## src/rtl/approx_mac_accum_pkg.sv

```systemverilog
// Shared types and defaults for the approximate multiply-accumulate slice.
package mac_pkg;

  typedef enum logic [1:0] {
    IDLE = 2'd0,
    ACC  = 2'd1,
    DONE = 2'd2
  } state_t;

  localparam int unsigned DEF_WIDTH       = 8;
  localparam int unsigned DEF_ACC_W       = 20;
  localparam int unsigned DEF_APPROX_BITS = 4;
  localparam int unsigned DEF_LEN         = 16;

  // Bits needed to hold a term count from 0 up to and including len.
  function automatic int unsigned count_w(input int unsigned len);
    return (len < 1) ? 1 : $clog2(len + 1);
  endfunction

endpackage

```

## src/rtl/approx_mac_accum_loa_adder.sv

```systemverilog
// Lower-part-OR adder: OR gates in the low APPROX_BITS, exact ripple above.
module loa_adder #(
  parameter int unsigned ACC_W       = 20,
  parameter int unsigned APPROX_BITS = 4
) (
  input  logic [ACC_W-1:0] x,
  input  logic [ACC_W-1:0] y,
  output logic [ACC_W-1:0] sum,
  output logic             cout
);

  logic [ACC_W:APPROX_BITS] c;

  if (APPROX_BITS > 0) begin : g_lo
    assign sum[APPROX_BITS-1:0] = x[APPROX_BITS-1:0] | y[APPROX_BITS-1:0];
    // Carry into the exact part is guessed from the top approximate bit pair.
    assign c[APPROX_BITS] = x[APPROX_BITS-1] & y[APPROX_BITS-1];
  end else begin : g_exact
    assign c[APPROX_BITS] = 1'b0;
  end

  for (genvar i = APPROX_BITS; i < ACC_W; i++) begin : g_fa
    assign sum[i]  = x[i] ^ y[i] ^ c[i];
    assign c[i+1]  = (x[i] & y[i]) | (c[i] & (x[i] ^ y[i]));
  end

  assign cout = c[ACC_W];

endmodule

```

## src/rtl/approx_mac_accum.sv

```systemverilog
// Streams operand pairs in, accumulates LEN approximate products, emits one result.
module approx_mac_accum
  import mac_pkg::*;
#(
  parameter int unsigned WIDTH       = DEF_WIDTH,
  parameter int unsigned ACC_W       = DEF_ACC_W,
  parameter int unsigned APPROX_BITS = DEF_APPROX_BITS,
  parameter int unsigned LEN         = DEF_LEN
) (
  input  logic             clk,
  input  logic             rst,
  input  logic             in_valid,
  output logic             in_ready,
  input  logic [WIDTH-1:0] a,
  input  logic [WIDTH-1:0] b,
  output logic             out_valid,
  input  logic             out_ready,
  output logic [ACC_W-1:0] out_acc,
  output logic             out_ovf
);

  localparam int unsigned CW = count_w(LEN);
  localparam logic [CW-1:0] LAST_IDX = CW'(LEN - 1);

  state_t             state;
  logic [CW-1:0]      count;
  logic [ACC_W-1:0]   acc;
  logic               ovf;
  logic [2*WIDTH-1:0] prod;
  logic [ACC_W-1:0]   p_ext;
  logic [ACC_W-1:0]   sum;
  logic               cout;
  logic               take;
  logic               give;

  assign prod  = a * b;
  assign p_ext = ACC_W'(prod);
  assign take  = in_valid & in_ready;
  assign give  = out_valid & out_ready;

  loa_adder #(
    .ACC_W       (ACC_W),
    .APPROX_BITS (APPROX_BITS)
  ) u_loa (
    .x    (acc),
    .y    (p_ext),
    .sum  (sum),
    .cout (cout)
  );

  // FSM, term counter, accumulator and registered handshake/result outputs.
  // IDLE and ACC share one transfer path: acc/ovf are already 0 in IDLE,
  // and the last-term test count==LEN-1 also covers LEN==1 from IDLE.
  always_ff @(posedge clk) begin
    if (rst) begin
      state     <= IDLE;
      count     <= '0;
      acc       <= '0;
      ovf       <= 1'b0;
      in_ready  <= 1'b1;
      out_valid <= 1'b0;
      out_acc   <= '0;
      out_ovf   <= 1'b0;
    end else begin
      case (state)
        IDLE, ACC: begin
          if (take) begin
            acc   <= sum;
            ovf   <= ovf | cout;
            count <= count + 1'b1;
            if (count == LAST_IDX) begin
              state     <= DONE;
              in_ready  <= 1'b0;
              out_valid <= 1'b1;
              out_acc   <= sum;
              out_ovf   <= ovf | cout;
            end else begin
              state <= ACC;
            end
          end
        end
        DONE: begin
          if (give) begin
            state     <= IDLE;
            count     <= '0;
            acc       <= '0;
            ovf       <= 1'b0;
            in_ready  <= 1'b1;
            out_valid <= 1'b0;
            out_acc   <= '0;
            out_ovf   <= 1'b0;
          end
        end
        default: begin
          state     <= IDLE;
          count     <= '0;
          acc       <= '0;
          ovf       <= 1'b0;
          in_ready  <= 1'b1;
          out_valid <= 1'b0;
          out_acc   <= '0;
          out_ovf   <= 1'b0;
        end
      endcase
    end
  end

endmodule

```

## config.mk

```make
export PLATFORM = sky130hd
export DESIGN_NAME = approx_mac_accum
export DESIGN_NICKNAME = d
export VERILOG_FILES = /design/src/rtl/approx_mac_accum_pkg.sv /design/src/rtl/approx_mac_accum_loa_adder.sv /design/src/rtl/approx_mac_accum.sv
export SDC_FILE = /design/constraint.sdc
export NUM_CORES = 1
export LEC_CHECK = 0
export CORE_UTILIZATION = 35
export CTS_CLUSTER_DIAMETER = 50
export DETAILED_ROUTE_END_ITERATION = 6
export GPL_TIMING_DRIVEN = 1
export PLACE_DENSITY = 0.64
export SLEW_MARGIN = 20
export SYNTH_ARGS = -nofsm -noshare
export SYNTH_HDL_FRONTEND = slang
export SYNTH_SLANG_ARGS = --single-unit
```

## constraint.sdc

```tcl
create_clock -name clk -period 19.3 [get_ports clk]
set_input_delay 3.86 -clock clk [delete_from_list [all_inputs] [get_ports clk]]
set_output_delay 3.86 -clock clk [all_outputs]
set_load 0.01 [all_outputs]
```

Yosys cells after proc, flatten, opt, wreduce, memory -nomap -nowiden
Cells that the tools add are included.
{"block": "classes", "muxes": 26, "n_shift": 0, "div_mod_pow": 0, "n_bitwise": 73, "add_sub_neg": 1, "reduce_logical": 4, "eq_ne": 6, "n_mul": 1, "n_lt_le_gt_ge": 0}
{"operator": "$mux 20", "count": 4}
{"operator": "$pmux 20 s2", "count": 2}
{"operator": "$and 1x1->1", "count": 31}
{"operator": "$xor 1x1->1", "count": 28}
{"operator": "$mul 8x8->16", "count": 1}
{"operator": "$or 1x1->1", "count": 13}
{"operator": "$mux 5", "count": 2}
{"operator": "$pmux 5 s2", "count": 1}
{"operator": "$mux 1", "count": 9}
{"operator": "$pmux 1 s2", "count": 4}
{"operator": "$mux 2", "count": 3}
{"operator": "$ne 2x2->1 const B", "count": 3}
{"operator": "$add 5x1->5 const B", "count": 1}
{"operator": "$eq 5x4->1 const B", "count": 1}
{"operator": "$or 4x4->4", "count": 1}
{"operator": "$pmux 2 s2", "count": 1}
{"operator": "$reduce_and 3->1", "count": 1}
{"operator": "$eq 2x1->1 const B", "count": 1}
{"operator": "$eq 2x2->1 const B", "count": 1}
{"operator": "$logic_not 2->1", "count": 1}
{"operator": "$reduce_and 2->1", "count": 1}
{"operator": "$reduce_or 2->1", "count": 1}
{"block": "word_totals", "rom_bits": 0, "input_bits": 20, "mem_count": 0, "ram_bits": 0, "ff_bits": 51, "latchBits": 0}

Longest topological paths before layout
{"block": "logic_depth", "depth_word": 34, "mapped_depth": 30}

Modules after synthesis
Synthesis repeated with hierarchy kept, for this count alone.
{"block": "hier_totals", "cells_unflattened": 469, "hier_area_um2": 4306.6}
{"mod": "approx_mac_accum", "cells_each": 438, "seq_area_each_um2": 1021.0, "n_inst": 1, "area_each_um2": 3916.3}
{"mod": "loa_adder", "cells_each": 31, "seq_area_each_um2": 0.0, "n_inst": 1, "area_each_um2": 390.4}

Least setup slack after synthesis
No wires, ideal clock.
{"block": "synth_path", "kind": "in2reg", "from": "in a[1]", "to": "reg out_acc[19]", "n_path_buf": 0, "t_arrival_ns": 11.487, "setup_slack_ns": 7.696, "cell_stages": 27, "required_ns": 19.183, "setup_ns": 0.117, "path_cell_list": "and2_1 > ha_1 > fa_1 > ha_1 > inv_1 > fa_1 > inv_1 > fa_1 > fa_1 > fa_1 > fa_1 > fa_1 > fa_1 > fa_1 > fa_1 > fa_1 > fa_1 > fa_1 > fa_1 > inv_1 > fa_1 > inv_1 > ha_1 > ha_1 > ha_1 > ha_1 > a22o_1"}
{"block": "synth_via", "elab_chain_len": 33, "elab_cells_between_ends": 57, "classes_between": "1 x mul; 3 x mux; 53 x bitwise"}
{"item": "start, declared", "line_no": "approx_mac_accum.sv:14", "source": "input logic [WIDTH-1:0] a,"}
{"item": "$mul 8x8->16 *", "line_no": "approx_mac_accum.sv:36", "source": "assign prod = a * b;"}
{"item": "$and 1x1->1 or $xor 1x1->1 (tied branches)", "line_no": "approx_mac_accum_loa_adder.sv:17, approx_mac_accum_loa_adder.sv:24"}
{"item": "$and 1x1->1", "line_no": "approx_mac_accum_loa_adder.sv:24", "source": "assign c[i+1] = (x[i] & y[i]) | (c[i] & (x[i] ^ y[i]));"}
{"item": "$or 1x1->1", "line_no": "approx_mac_accum_loa_adder.sv:24"}
{"item": "$and 1x1->1", "line_no": "approx_mac_accum_loa_adder.sv:24"}
{"item": "$or 1x1->1", "line_no": "approx_mac_accum_loa_adder.sv:24"}
{"item": "$and 1x1->1", "line_no": "approx_mac_accum_loa_adder.sv:24"}
{"item": "$or 1x1->1", "line_no": "approx_mac_accum_loa_adder.sv:24"}
{"item": "[... 15 more ...]"}
{"item": "$or 1x1->1", "line_no": "approx_mac_accum_loa_adder.sv:24"}
{"item": "$and 1x1->1", "line_no": "approx_mac_accum_loa_adder.sv:24"}
{"item": "$or 1x1->1 *", "line_no": "approx_mac_accum_loa_adder.sv:24"}
{"item": "$and 1x1->1 * (3 in a row)", "line_no": "approx_mac_accum_loa_adder.sv:24"}
{"item": "$xor 1x1->1 *", "line_no": "approx_mac_accum_loa_adder.sv:23", "source": "assign sum[i] = x[i] ^ y[i] ^ c[i];"}
{"item": "$mux 20 *", "line_no": "approx_mac_accum.sv:71", "source": "if (count == LAST_IDX) begin"}
{"item": "$mux 20 *", "line_no": "approx_mac_accum.sv:67", "source": "if (take) begin"}
{"item": "$pmux 20 s2 *", "line_no": "approx_mac_accum.sv:65", "source": "case (state)"}
{"item": "end signal, assigned", "line_no": "approx_mac_accum.sv:75", "source": "out_acc <= sum;"}
{"item": "end, declared", "line_no": "approx_mac_accum.sv:18", "source": "output logic [ACC_W-1:0] out_acc,"}
Every way passes the cells marked *; elsewhere a longest branch is shown, timed or not. The select of a mux whose other input is x is not followed.
A chain may end at the register's enable or synchronous reset.

Final worst setup path
{"block": "layout_path", "from": "in b[2]", "to": "reg acc[19]"}
{"block": "layout_via", "elab_chain_len": 32, "elab_cells_between_ends": 56, "classes_between": "1 x mul; 2 x mux; 53 x bitwise"}
{"item": "start, declared", "line_no": "approx_mac_accum.sv:15", "source": "input logic [WIDTH-1:0] b,"}
{"item": "$mul 8x8->16 *", "line_no": "approx_mac_accum.sv:36"}
{"item": "$and 1x1->1 or $xor 1x1->1 (tied branches)", "line_no": "approx_mac_accum_loa_adder.sv:17, approx_mac_accum_loa_adder.sv:24"}
{"item": "$and 1x1->1", "line_no": "approx_mac_accum_loa_adder.sv:24"}
{"item": "$or 1x1->1", "line_no": "approx_mac_accum_loa_adder.sv:24"}
{"item": "$and 1x1->1", "line_no": "approx_mac_accum_loa_adder.sv:24"}
{"item": "$or 1x1->1", "line_no": "approx_mac_accum_loa_adder.sv:24"}
{"item": "$and 1x1->1", "line_no": "approx_mac_accum_loa_adder.sv:24"}
{"item": "$or 1x1->1", "line_no": "approx_mac_accum_loa_adder.sv:24"}
{"item": "[... 14 more ...]"}
{"item": "$and 1x1->1", "line_no": "approx_mac_accum_loa_adder.sv:24"}
{"item": "$or 1x1->1", "line_no": "approx_mac_accum_loa_adder.sv:24"}
{"item": "$and 1x1->1", "line_no": "approx_mac_accum_loa_adder.sv:24"}
{"item": "$or 1x1->1 *", "line_no": "approx_mac_accum_loa_adder.sv:24"}
{"item": "$and 1x1->1 * (3 in a row)", "line_no": "approx_mac_accum_loa_adder.sv:24"}
{"item": "$xor 1x1->1 *", "line_no": "approx_mac_accum_loa_adder.sv:23"}
{"item": "$mux 20 *", "line_no": "approx_mac_accum.sv:67"}
{"item": "$pmux 20 s2 *", "line_no": "approx_mac_accum.sv:65"}
{"item": "end signal, assigned", "line_no": "approx_mac_accum.sv:68", "source": "acc <= sum;"}
{"item": "end, declared", "line_no": "approx_mac_accum.sv:27", "source": "logic [ACC_W-1:0] acc;"}
Marks and branches as above.

==> run metrics <==
minimum clock period 12.12 ns; most frequent CP cell fa_1; Cells after Synth 462; Main synth FF type dfxtp_1; layout cells sized above 1 2.21%; # IOs 43; Tcrit/Tclk final 62.8%; Yosys top cell by area dfxtp_1; Antenna diodes 0; max-cap viol count 0; die span in x 112 um; number of global-route vias before repair 3,367; outcome complete, but fails checks; post-layout util 42.3%; CP max-delay cell clkdlybuf4s50_1; RSZ-0062 raised after global routing no; CTS tree done; WP data arrival 12.32 ns; startpoint types primary input; die height 112 um; Fin Clk Skew 0.00519 ns; final hold vios 0; Final nets 608; starting density of the core 36.6%; Gates resized, CTS repair 0; largest family of logic cells by synthesized area adder cells; Post-synth top cells inv_1 (58), nand2_1 (58), dfxtp_1 (51); number of synthesized register bits 51; RD Place Congestion 0.798; worst vdd ir 0.0486 mV; Unique masters post-synth 46; Layout area overhead 15.5%; Mapped Nets 572; Slew HR 39.3%; Rows 39; Post-Synthesis Cell Area 4260 sq um; Reg clk slew, reported paths 0.06 ns; drt total wl 8.86 mm; Worst path max stage delay 0.53 ns; initial antenna violation count 0; DR vias/cell 5.09; Final ANT Viol Nets 0; CTS H-tree depth 2; Hold Buf Count CTS 0; Post-synth EDFFs 0; Slew Limit Fails 0; first-pass GRT wire length 15.7 mm; overall die area 12,600 sq um; Simple-Gate Fraction of Synth Area 17.2%; Leakage 2.23 nW; post-synth top area share 24.0%; postcts setup bufs 0; Worst-Skew Late Latency 0.28 ns; crit path kind primary input to flip-flop; clk sinks 51; DR iter-0 viols 126; Compound-Gate Fraction of Synth Area 15.1%; violated checks DRC; Req. time, crit path 19.49 ns; GRT Util Overall 15.3%; register area share after synthesis 24.0%; Tightest Pin Transition 0.908 ns; CP Capture Type flip-flop; Mean Syn Cell Area 9.21 sq um; mux contribution to synthesized area 0%; input/output buffers 42; Synth async-reset ratio 0%; drt first pass iters 7; total negative slack 0 ns; fmax 0.0825 GHz; YS warnings 0; P per Cell Area 103 nW/um^2; largest net degree at the start of global routing 24; GRT overflow 0; xor/xnor cell area share of the yosys netlist 1.85%; Root Driver clkbuf_16; number of vias in the routed layout 3,256; # DRC 3; core footprint 11,600 sq um; setup violators final 0; total power 0.000507 W; DP HPWL 7.22 mm; largest cells by area after synthesis dfxtp_1 (24%), fa_1 (23%), ha_1 (12%); Hold Crit Class flip-flop to flip-flop; Routed WL per cell 13.8 um; CTS Buf Count 5; Synth Area in Adders 34.9%; crit-path max FO 8; CTS Buffer Depth 2
-- report_power, final --
group | leakage (nW) | internal [W] | switching (W)
Sequential | 0.414 | 0.000116 | 0.00000779
Clock | 0.0628 | 0.0000467 | 0.0000348
Combinational | 1.76 | 0.000134 | 0.000168
Total | 2.23 | 0.000296 | 0.000210
-- per-layer routing --
layer	track usage (%)	wire, um
met2	26.0	4380
met4	3.91	135
met5	0	0
met1	20.5	4070
met3	2.32	274
-- critical path, delay by kind of cell --
kind / cells / cell delay, ns
buffers and inverters: 5 / 0.75
AO/OA/AOI/OAI: 1 / 0.15
adder cells (fa/ha/maj): 21 / 7.24
AND/OR/NAND/NOR: 2 / 0.29
-- registers in the layout, summed over array words and instances, names as in the netlist --
signal / count
state: 2
ovf: 1
out_acc: 20
in_ready: 1
acc: 20
out_ovf: 1
out_valid: 1
count: 5
-- final timing paths --
check | start | end | slack, ns | cells past startpoint
setup / recovery | b[2] | acc[19] | 7.18 | 29
hold / removal | out_acc[1] | out_acc[1] | 0.44 | 2
setup reg to reg | acc[3] | acc[19] | 13.19 | 21
hold reg to reg | out_acc[1] | out_acc[1] | 0.44 | 2
-- cell type report --
class,count,area (sq um)
inverter,58,218
timing repair buffer,43,428
fill,1148,6700
clock buffer,6,129
tap,143,179
sequential,51,1020
multi-input combinational,339,2940
-- through the flow --
step	cells	hold WS, ns	worst slack (ns)	cell area [sq um]
after global placement	634	0.428	6.95	4790
after floorplan	462	0.421	7.70	4260
final	640	0.439	7.18	4920
after global routing	640	0.474	6.79	4920
after CTS	640	0.442	7.10	4920
after detailed placement	634	0.433	6.80	4790
-- cell families (layout without fill, tap and decap cells) --
family / count (synthesis) / count (layout)
AND/OR/NAND/NOR: 151 / 151
adder cells (fa/ha/maj): 90 / 90
AO/OA/AOI/OAI: 89 / 89
buffers and inverters: 72 / 107
flip-flops: 51 / 51
XOR/XNOR: 9 / 9
-- cells in the final DEF, fill, tap and decap left out, drive strengths merged, types with 2 or more instances in the layout --
cell / instances
inv: 58
nand2: 58
dfxtp: 51
fa: 48
ha: 42
clkdlybuf4s50: 42
and2: 36
nor2: 28
a22o: 25
a21oi: 22
o21ai: 14
nand3: 9
a31oi: 6
clkbuf: 6
nand2b: 5
xor2: 5
nor2b: 4
xnor2: 4
a211oi: 4
o41ai: 4
nor3: 3
a21o: 2
nand4b: 2
a21boi: 2
nand4: 2
o21a: 2
a22oi: 2
Note: power is estimated with default switching activity, not from simulation.
